File: config.mk
export PLATFORM = sky130hd
export DESIGN_NAME = execute_stage_muldiv
export DESIGN_NICKNAME = d
export VERILOG_FILES = /design/src/rtl/mips_exec_pkg.sv /design/src/rtl/iterative_muldiv.sv /design/src/rtl/execute_stage_muldiv.sv
export SDC_FILE = /design/constraint.sdc
export NUM_CORES = 1
export LEC_CHECK = 0
export CORE_ASPECT_RATIO = 2
export CORE_UTILIZATION = 45
export CTS_BUF_LIST = sky130_fd_sc_hd__clkbuf_4 sky130_fd_sc_hd__clkbuf_8
export CTS_CLUSTER_DIAMETER = 200
export DETAILED_ROUTE_END_ITERATION = 16
export PLACE_DENSITY = 0.72
export REMOVE_ABC_BUFFERS = 1
export SYNTH_ARGS = -nofsm -noshare
export SYNTH_HDL_FRONTEND = slang
export SYNTH_SLANG_ARGS = --single-unit
File: constraint.sdc
create_clock -name clock -period 16.6 [get_ports clock]
set_clock_uncertainty 0.2 [all_clocks]
set_input_delay 4.98 -clock clock [delete_from_list [all_inputs] [get_ports clock]]
set_output_delay 4.98 -clock clock [all_outputs]
set_load 0.05 [all_outputs]
File: src/rtl/mips_exec_pkg.sv
// Shared types for the MIPS execute stage: ALU opcodes, mul/div opcodes and
// the iterative unit's state encoding.
package mips_exec_pkg;

    localparam int DEF_DATA_W = 32;

    typedef enum logic [3:0] {
        ALU_AND = 4'd0,
        ALU_OR  = 4'd1,
        ALU_ADD = 4'd2,
        ALU_SUB = 4'd6,
        ALU_SLT = 4'd7,
        ALU_NOR = 4'd12
    } alu_op_t;

    typedef enum logic [2:0] {
        MD_NONE  = 3'd0,
        MD_MULTU = 3'd1,
        MD_DIVU  = 3'd2,
        MD_MFHI  = 3'd3,
        MD_MFLO  = 3'd4
    } md_op_t;

    typedef enum logic {
        MD_IDLE = 1'b0,
        MD_BUSY = 1'b1
    } md_state_t;

endpackage

File: src/rtl/iterative_muldiv.sv
// Iterative unsigned multiply/divide with HI/LO, one bit per cycle.
// Divider present only when EXEC_DIVIDER_EN is defined.
module iterative_muldiv
    import mips_exec_pkg::*;
#(
    parameter int DATA_W = DEF_DATA_W
) (
    input  logic              clk_i,
    input  logic              rst_i,
    input  logic              start_i,
    input  logic [2:0]        op_i,
    input  logic [DATA_W-1:0] a_i,
    input  logic [DATA_W-1:0] b_i,
    output logic              busy_o,
    output logic [DATA_W-1:0] hi_o,
    output logic [DATA_W-1:0] lo_o
);

    localparam int CNT_W = $clog2(DATA_W);

    md_state_t           state_q, state_d;
    logic [CNT_W-1:0]    cnt_q, cnt_d;
    logic [2*DATA_W-1:0] acc_q, acc_d;
    logic [DATA_W-1:0]   opnd_q, opnd_d;
    logic [DATA_W-1:0]   hi_q, hi_d, lo_q, lo_d;
    logic [DATA_W-1:0]   mul_add;
    logic [DATA_W:0]     mul_sum;
    logic [2*DATA_W-1:0] step_val;
`ifdef EXEC_DIVIDER_EN
    logic                isdiv_q, isdiv_d;
    logic [DATA_W:0]     div_shift, div_diff;
    logic                div_ge;
`endif

    // acc holds {partial product, multiplier} or {remainder, quotient/dividend}
    always_comb begin
        mul_add  = acc_q[0] ? opnd_q : '0;
        mul_sum  = {1'b0, acc_q[2*DATA_W-1:DATA_W]} + {1'b0, mul_add};
        step_val = {mul_sum, acc_q[DATA_W-1:1]};
`ifdef EXEC_DIVIDER_EN
        div_shift = acc_q[2*DATA_W-1:DATA_W-1];
        div_ge    = (div_shift >= {1'b0, opnd_q});
        div_diff  = div_shift - {1'b0, opnd_q};
        if (isdiv_q) begin
            step_val = div_ge ? {div_diff[DATA_W-1:0], acc_q[DATA_W-2:0], 1'b1}
                              : {div_shift[DATA_W-1:0], acc_q[DATA_W-2:0], 1'b0};
        end
`endif
    end

    always_comb begin
        state_d = state_q;
        cnt_d   = cnt_q;
        acc_d   = acc_q;
        opnd_d  = opnd_q;
        hi_d    = hi_q;
        lo_d    = lo_q;
`ifdef EXEC_DIVIDER_EN
        isdiv_d = isdiv_q;
`endif
        case (state_q)
            MD_IDLE: begin
                if (start_i && (op_i == MD_MULTU)) begin
                    acc_d   = {{DATA_W{1'b0}}, b_i};
                    opnd_d  = a_i;
                    cnt_d   = CNT_W'(DATA_W - 1);
                    state_d = MD_BUSY;
`ifdef EXEC_DIVIDER_EN
                    isdiv_d = 1'b0;
                end else if (start_i && (op_i == MD_DIVU)) begin
                    // divide by zero falls out naturally: quotient all ones, remainder = A
                    acc_d   = {{DATA_W{1'b0}}, a_i};
                    opnd_d  = b_i;
                    cnt_d   = CNT_W'(DATA_W - 1);
                    state_d = MD_BUSY;
                    isdiv_d = 1'b1;
`endif
                end
            end
            MD_BUSY: begin
                acc_d = step_val;
                if (cnt_q == '0) begin
                    hi_d    = step_val[2*DATA_W-1:DATA_W];
                    lo_d    = step_val[DATA_W-1:0];
                    state_d = MD_IDLE;
                end else begin
                    cnt_d = cnt_q - CNT_W'(1);
                end
            end
            default: state_d = MD_IDLE;
        endcase
    end

    always_ff @(posedge clk_i) begin
        if (rst_i) begin
            state_q <= MD_IDLE;
            cnt_q   <= '0;
            acc_q   <= '0;
            opnd_q  <= '0;
            hi_q    <= '0;
            lo_q    <= '0;
`ifdef EXEC_DIVIDER_EN
            isdiv_q <= 1'b0;
`endif
        end else begin
            state_q <= state_d;
            cnt_q   <= cnt_d;
            acc_q   <= acc_d;
            opnd_q  <= opnd_d;
            hi_q    <= hi_d;
            lo_q    <= lo_d;
`ifdef EXEC_DIVIDER_EN
            isdiv_q <= isdiv_d;
`endif
        end
    end

    assign busy_o = (state_q == MD_BUSY);
    assign hi_o   = hi_q;
    assign lo_o   = lo_q;

endmodule

File: src/rtl/execute_stage_muldiv.sv
// MIPS EX stage: forwarding, ALU, branch resolution, iterative MULTU/DIVU with
// HI/LO and a ready stall toward Decode. DIVU enabled by EXEC_DIVIDER_EN.
module execute_stage_muldiv
    import mips_exec_pkg::*;
#(
    parameter int DATA_W       = DEF_DATA_W,
    parameter int REG_ADDR_W   = 5,
    parameter int BRANCH_SHIFT = 2
) (
    input  logic                  clock,
    input  logic                  resetMachine,
    input  logic                  valid_Decode,
    output logic                  ready_Execute,
    input  logic [3:0]            aluOp_Decode,
    input  logic [2:0]            mdOp_Decode,
    input  logic [DATA_W-1:0]     dataA_Decode,
    input  logic [DATA_W-1:0]     dataB_Decode,
    input  logic [DATA_W-1:0]     fwdAData_Forward,
    input  logic                  fwdASel_Forward,
    input  logic [DATA_W-1:0]     fwdBData_Forward,
    input  logic                  fwdBSel_Forward,
    input  logic [DATA_W-1:0]     immediate_Decode,
    input  logic                  useImm_Decode,
    input  logic                  branch_Decode,
    input  logic [DATA_W-1:0]     pcPlus4_Decode,
    input  logic                  wrEn_Decode,
    input  logic [REG_ADDR_W-1:0] wrAddr_Decode,
    input  logic                  memRead_Decode,
    input  logic                  memWrite_Decode,
    input  logic                  memToReg_Decode,
    output logic                  branchTaken_Execute,
    output logic [DATA_W-1:0]     branchTarget_Execute,
    output logic                  valid_Execute,
    output logic [DATA_W-1:0]     result_Execute,
    output logic [DATA_W-1:0]     storeData_Execute,
    output logic                  wrEn_Execute,
    output logic [REG_ADDR_W-1:0] wrAddr_Execute,
    output logic                  memRead_Execute,
    output logic                  memWrite_Execute,
    output logic                  memToReg_Execute
);

    alu_op_t             alu_op;
    md_op_t              md_op;
    logic [DATA_W-1:0]   op_a, op_bf, op_b, alu_res, md_hi, md_lo, br_diff;
    logic                accept, md_busy, is_md;

    logic                  valid_q, valid_d;
    logic [DATA_W-1:0]     result_q, result_d;
    logic [DATA_W-1:0]     store_q, store_d;
    logic                  wr_en_q, wr_en_d;
    logic [REG_ADDR_W-1:0] wr_addr_q, wr_addr_d;
    logic                  mem_rd_q, mem_rd_d;
    logic                  mem_wr_q, mem_wr_d;
    logic                  mem2reg_q, mem2reg_d;

    assign alu_op        = alu_op_t'(aluOp_Decode);
    assign md_op         = md_op_t'(mdOp_Decode);
    assign ready_Execute = !md_busy;
    assign accept        = valid_Decode & ready_Execute;
    assign is_md         = (md_op == MD_MULTU) || (md_op == MD_DIVU);

    assign op_a  = fwdASel_Forward ? fwdAData_Forward : dataA_Decode;
    assign op_bf = fwdBSel_Forward ? fwdBData_Forward : dataB_Decode;
    assign op_b  = useImm_Decode ? immediate_Decode : op_bf;

    always_comb begin
        alu_res = '0;
        case (alu_op)
            ALU_AND: alu_res = op_a & op_b;
            ALU_OR:  alu_res = op_a | op_b;
            ALU_ADD: alu_res = op_a + op_b;
            ALU_SUB: alu_res = op_a - op_b;
            ALU_SLT: alu_res = {{(DATA_W-1){1'b0}}, ($signed(op_a) < $signed(op_b))};
            ALU_NOR: alu_res = ~(op_a | op_b);
            default: alu_res = '0;
        endcase
    end

    assign br_diff              = op_a - op_b;
    assign branchTaken_Execute  = accept & branch_Decode & (br_diff == '0);
    assign branchTarget_Execute = branchTaken_Execute
                                ? pcPlus4_Decode + (immediate_Decode << BRANCH_SHIFT) : '0;

    iterative_muldiv #(
        .DATA_W (DATA_W)
    ) u_muldiv (
        .clk_i   (clock),
        .rst_i   (resetMachine),
        .start_i (accept & is_md),
        .op_i    (mdOp_Decode),
        .a_i     (op_a),
        .b_i     (op_b),
        .busy_o  (md_busy),
        .hi_o    (md_hi),
        .lo_o    (md_lo)
    );

    // EX/MEM next state: a bubble unless an instruction is accepted this cycle
    always_comb begin
        valid_d   = 1'b0;
        result_d  = '0;
        store_d   = '0;
        wr_en_d   = 1'b0;
        wr_addr_d = '0;
        mem_rd_d  = 1'b0;
        mem_wr_d  = 1'b0;
        mem2reg_d = 1'b0;
        if (accept) begin
            valid_d   = 1'b1;
            store_d   = op_bf;
            wr_addr_d = wrAddr_Decode;
            wr_en_d   = wrEn_Decode & !is_md;
            mem_rd_d  = memRead_Decode & !is_md;
            mem_wr_d  = memWrite_Decode & !is_md;
            mem2reg_d = memToReg_Decode & !is_md;
            if (md_op == MD_MFHI)      result_d = md_hi;
            else if (md_op == MD_MFLO) result_d = md_lo;
            else if (!is_md)           result_d = alu_res;
        end
    end

    always_ff @(posedge clock) begin
        if (resetMachine) begin
            valid_q   <= 1'b0;
            result_q  <= '0;
            store_q   <= '0;
            wr_en_q   <= 1'b0;
            wr_addr_q <= '0;
            mem_rd_q  <= 1'b0;
            mem_wr_q  <= 1'b0;
            mem2reg_q <= 1'b0;
        end else begin
            valid_q   <= valid_d;
            result_q  <= result_d;
            store_q   <= store_d;
            wr_en_q   <= wr_en_d;
            wr_addr_q <= wr_addr_d;
            mem_rd_q  <= mem_rd_d;
            mem_wr_q  <= mem_wr_d;
            mem2reg_q <= mem2reg_d;
        end
    end

    assign valid_Execute     = valid_q;
    assign result_Execute    = result_q;
    assign storeData_Execute = store_q;
    assign wrEn_Execute      = wr_en_q;
    assign wrAddr_Execute    = wr_addr_q;
    assign memRead_Execute   = mem_rd_q;
    assign memWrite_Execute  = mem_wr_q;
    assign memToReg_Execute  = mem2reg_q;

endmodule

; ---- Yosys cells after proc, flatten, opt, wreduce, memory -nomap -nowiden
; Index checks and enable logic that the tools add are counted.
; W data, S select, Z words.
[classes]
add_sub_neg = 5
n_mul = 0
div_mod_pow = 0
order_cmp = 1
n_eq_ne = 11
shift = 0
n_mux = 18
bitwise_logic = 13
n_reduce_logical = 11
[ops]
columns = op, n
row1 = $mux W32, 8
row2 = $pmux W32 S6, 1
row3 = $pmux W64 S2, 1
row4 = $add A32 B32 Y32, 2
row5 = $mux W64, 1
row6 = $add A32 B32 Y33, 1
row7 = $and A32 B32 Y32, 1
row8 = $logic_not A32 Y1, 1
row9 = $lt A32 B32 Y1, 1
row10 = $not A32 Y32, 1
row11 = $or A32 B32 Y32, 1
row12 = $sub A32 B32 Y32, 1
row13 = $mux W5, 2
row14 = $pmux W5 S2, 1
row15 = $and A1 B1 Y1, 8
row16 = $eq A4 B3 Y1 const B, 2
row17 = $eq A3 B2 Y1 const B, 2
row18 = $reduce_and A2 Y1, 3
row19 = $logic_not A5 Y1, 1
row20 = $sub A5 B1 Y5 const B, 1
row21 = $eq A4 B1 Y1 const B, 1
row22 = $eq A4 B2 Y1 const B, 1
row23 = $eq A4 B4 Y1 const B, 1
row24 = $logic_not A4 Y1, 1
row25 = other kinds (11), 15
[totals]
regBits = 240
latch_bits = 0
ramBits = 0
mem_bits_ro = 0
inputBits = 215
out_inout_bits = 108
wordCells = 73
memories = 0

; ---- Depth between registers and ports, before layout
[logic_depth]
depth_word = 8
depth_mapped = 19

; ---- Cells and area by module
; From an unflattened synthesis, not the netlist that was laid out.
[hier_totals]
cells_unflattened = 2395
hier_area_um2 = 18470.2
[by_module_without_submodules]
columns = mod, instances, cells_each, area_each_um2, seq_area_each_um2
row1 = execute_stage_muldiv, 1, 1385, 10400.0, 1481.4
row2 = iterative_muldiv, 1, 1010, 8070.2, 3323.2

; ---- Worst setup path after synthesis
; No wires, ideal clock.
[synth_timing]
path_type = input-to-output
startpoint = input port fwdBSel_Forward
endpoint = output port branchTarget_Execute[30]
arrival_time_ns = 9.596
path_slack_ns = 1.824
cell_stages = 18
n_path_buf = 4
path_cell_list = clkbuf_1 > buf_1 > mux2_2 > mux2_2 > inv_1 > ha_1 > buf_2 > nand2b_1 > a221o_1 > a211o_1 > a21o_1 > o21ai_0 > a311oi_1 > xnor2_1 > nor4_1 > and4_2 > buf_6 > nor2b_1
[synth_via]
elab_chain_cells = 6
[synth_rtl]
columns = element, line
row1 = from (decl), execute_stage_muldiv.sv:21  ; input logic fwdBSel_Forward,
row2 = $mux W32, execute_stage_muldiv.sv:64  ; assign op_bf = fwdBSel_Forward ? fwdBData_Forward : dataB_Decode;
row3 = $mux W32, execute_stage_muldiv.sv:65  ; assign op_b = useImm_Decode ? immediate_Decode : op_bf;
row4 = $sub A32 B32 Y32, execute_stage_muldiv.sv:80  ; assign br_diff = op_a - op_b;
row5 = $logic_not A32 Y1, execute_stage_muldiv.sv:81  ; assign branchTaken_Execute = accept & branch_Decode & (br_diff == '0);
row6 = $and A1 B1 Y1, execute_stage_muldiv.sv:81
row7 = $mux W32, execute_stage_muldiv.sv:83  ; ? pcPlus4_Decode + (immediate_Decode << BRANCH_SHIFT) : '0;
row8 = to (decl), execute_stage_muldiv.sv:32  ; output logic [DATA_W-1:0] branchTarget_Execute,
; No other way between the ends.

; ---- Worst setup path in the final report
[layout_timing]
startpoint = input port fwdBSel_Forward
endpoint = output port branchTarget_Execute[17]
; Same word-level chain as after synthesis.

==> reports/results.txt <==
Req. time, crit path -> 11420 ps
Initial Utilization -> 45.6%
Final net count -> 2934
Status -> complete, no violations
Setup Crit Path Kind -> in2out
Cell taking the most area after synthesis -> dfxtp_1
Area post-placement -> 21600 um2
Number of DRC markers in iteration 0 -> 1176
Tmin final -> 15910 ps
Crit. End Element -> primary output
#FFs+latches synth -> 240
Initial antenna violation count -> 10
Pwr per Cell Area -> 77.0 nW/um2
Worst vdd ir -> 0.0684 mV
Comb pwr share -> 32.8%
Crit path largest cell delay -> 830 ps
Worst R2R Setup Slack -> 11940 ps
Post-synth ARST share -> 0%
WP data arrival -> 10730 ps
CTS Root Cell -> clkbuf_8
Least-Margin Pin Slew -> 1060 ps
Post-CTS sizing -> 0
Max cap viols -> 0
Antenna-violating nets left -> 0
Port Buffers -> 322
Ratio of cells with drive above 1 in the final layout -> 8.29%
Via count -> 18600
CP Max Fanout -> 33
Post-synthesis cell count -> 2289
Vias in the first global route -> 18700
Power share of the sequential group -> 34.4%
P_sw -> 608 uW
Critical path launch point type -> primary input
First-pass GRT wire length -> 109000 um
Syn Std Cell Area -> 17900 um2
Die Ht -> 284 um
Final Cycle Share -> 95.9%
Clock buffer depth -> 3
Worst Hold Class -> reg2reg
Final routed wire length divided by cell count -> 23.3 um
H-tree depth -> 2
Clk Latency, worst-skew pair -> 600 ps
Endpoints failing hold -> 0
Peak Freq -> 0.0628 GHz
Die area -> 40600 um2
Clock network power share -> 32.8%
RSZ-0062 raised after global routing -> false
EDFF count, synth -> 0
Cell Rows -> 103
Yosys top cell area share -> 26.8%
Sw frac -> 35.2%
Power Internal -> 1.12 mW
CTS tree -> done
Final Cell Area -> 22400 um2
DRC -> 0
Grt ovf -> 0
Final slew viol count -> 0
Cell Chain, Critical Path -> buf_2, mux2_2, mux2_2, inv_1, ha_1, nor4_4, o21ai_1, a311oi_1, nor4b_1, and4b_1, o2111ai_1, nor4_1, nand4_1, nor4_1, and4_2, nor3b_2, clkdlybuf4s50_1
CTS Sinks -> 240
Drt pass-1 iters -> 5
Crit-path slowest cell -> clkdlybuf4s50_1
Core Area -> 39300 um2
Largest net degree at the start of global routing -> 82
Primary FF master, synth -> dfxtp_1
Die width -> 143 um
I/O pin total -> 323
Synth warn -> 0
Tot GR Track Use -> 35.7%
Syn-to-layout area delta -> 25.2%
Final HPWL DP -> 54700 um
CTS Buf Count -> 38
Vias per cell -> 5.96
Gpl congestion -> 0.972
Post-route setup TNS -> 0 ps
Clock slew at reported path FFs -> 70 ps
Post-synth cell types -> 81
Hold Buf Count CTS -> 0
Drt total wl -> 72700 um
Postcts setup bufs -> 0
Lkg Pwr -> 9.20 nW
Most common cell after layout, fill and taps aside -> clkdlybuf4s50_1
Largest cells by area after synthesis -> dfxtp_1, ha_1, a21oi_1, nand2_1, nor2_1
Final setup viols -> 0
Relative slew slack -> 29.0%
Most frequent cells in the layout -> clkdlybuf4s50_1, a21oi_1, dfxtp_1
Sequential share of the synthesized area -> 26.8%
Post-Syn Area per Cell -> 7.82 um2
==> critical path: cells and delay by family <==
kind | cells | cell delay [ps]
and+or+nand+nor | 8 | 2210
adders and majority gates | 1 | 470
muxes | 2 | 770
AOI/OAI and AO/OA | 3 | 800
buffers and inverters | 3 | 1480
==> state kept, by name (all words and copies together), names as in the netlist <==
signal,cells
valid_Execute,1
memWrite_Execute,1
u_muldiv.acc_q,64
memRead_Execute,1
u_muldiv.hi_o,32
result_Execute,32
u_muldiv.busy_o,1
wrAddr_Execute,5
storeData_Execute,32
wrEn_Execute,1
u_muldiv.lo_o,32
memToReg_Execute,1
u_muldiv.opnd_q,32
u_muldiv.cnt_q,5
==> per-stage QoR <==
step	instances	util (%)	power, mW	hold WS, ps	setup slack, ps
after floorplan	2147	-	0.947	227	2150
after global placement	3037	54.9	1.16	240	758
after detailed placement	3037	54.9	1.16	243	739
after CTS	3105	57.0	1.73	251	716
after global routing	3113	57.1	1.80	267	404
final	3113	57.1	1.73	248	689
==> path summary, 6_finish.rpt <==
| path | from | end | cells past startpoint |
|---|---|---|---|
| worst max-delay path | fwdBSel_Forward | branchTarget_Execute[17] | 17 |
| worst min-delay path | u_muldiv.acc_q[24] | u_muldiv.lo_o[23] | 2 |
| worst max register to register | u_muldiv.acc_q[0] | u_muldiv.hi_o[31] | 16 |
| worst min register to register | u_muldiv.acc_q[24] | u_muldiv.lo_o[23] | 2 |
==> layout make-up <==
cell class,count,area (um2)
Timing Repair Buffer,365,3540
Tap cell,525,657
Clock inverter,10,116
Sequential cell,240,4810
Fill cell,3732,16900
Multi-Input combinational cell,1789,12100
Inverter,118,443
Antenna cell,8,20.0
Clock buffer,58,711
==> cell usage after synthesis (38+ instances only) <==
master	number
a211oi_1	50
mux2_2	65
and2_1	102
ha_1	163
a21oi_1	251
a221oi_1	48
inv_1	118
o21ai_0	91
a22oi_1	38
nor3_1	47
and3_1	38
nand2_1	223
xnor2_1	74
a21o_1	43
clkbuf_1	116
dfxtp_1	240
nor2_1	209
==> cell families after synthesis <==
family	count (synthesis)	share of synthesized area (%)
mux	102	6.16
compound gates	674	24.4
fa+ha+maj	167	11.8
xor+xnor	103	5.04
flops	240	26.8
buf+inv	260	5.62
simple gates	743	20.1
==> per-layer routing <==
layer	vias up	part of all wire (%)	GRT usage [%]
met1	8838	35	36.3
met2	782	51	63.3
met4	0	9.1	30.4
li1	8669	-	-
met3	279	5.1	4.70
met5	-	0	0
==> power by group through the flow <==
stage	combinational, mW	sequential, mW	clock, mW
CTS	0.559	0.595	0.574
global route	0.608	0.596	0.595
floorplan	0.318	0.629	0
global placement	0.552	0.607	0
finish	0.566	0.595	0.566
detailed placement	0.556	0.608	0
Power figures use the tool's default switching activity.
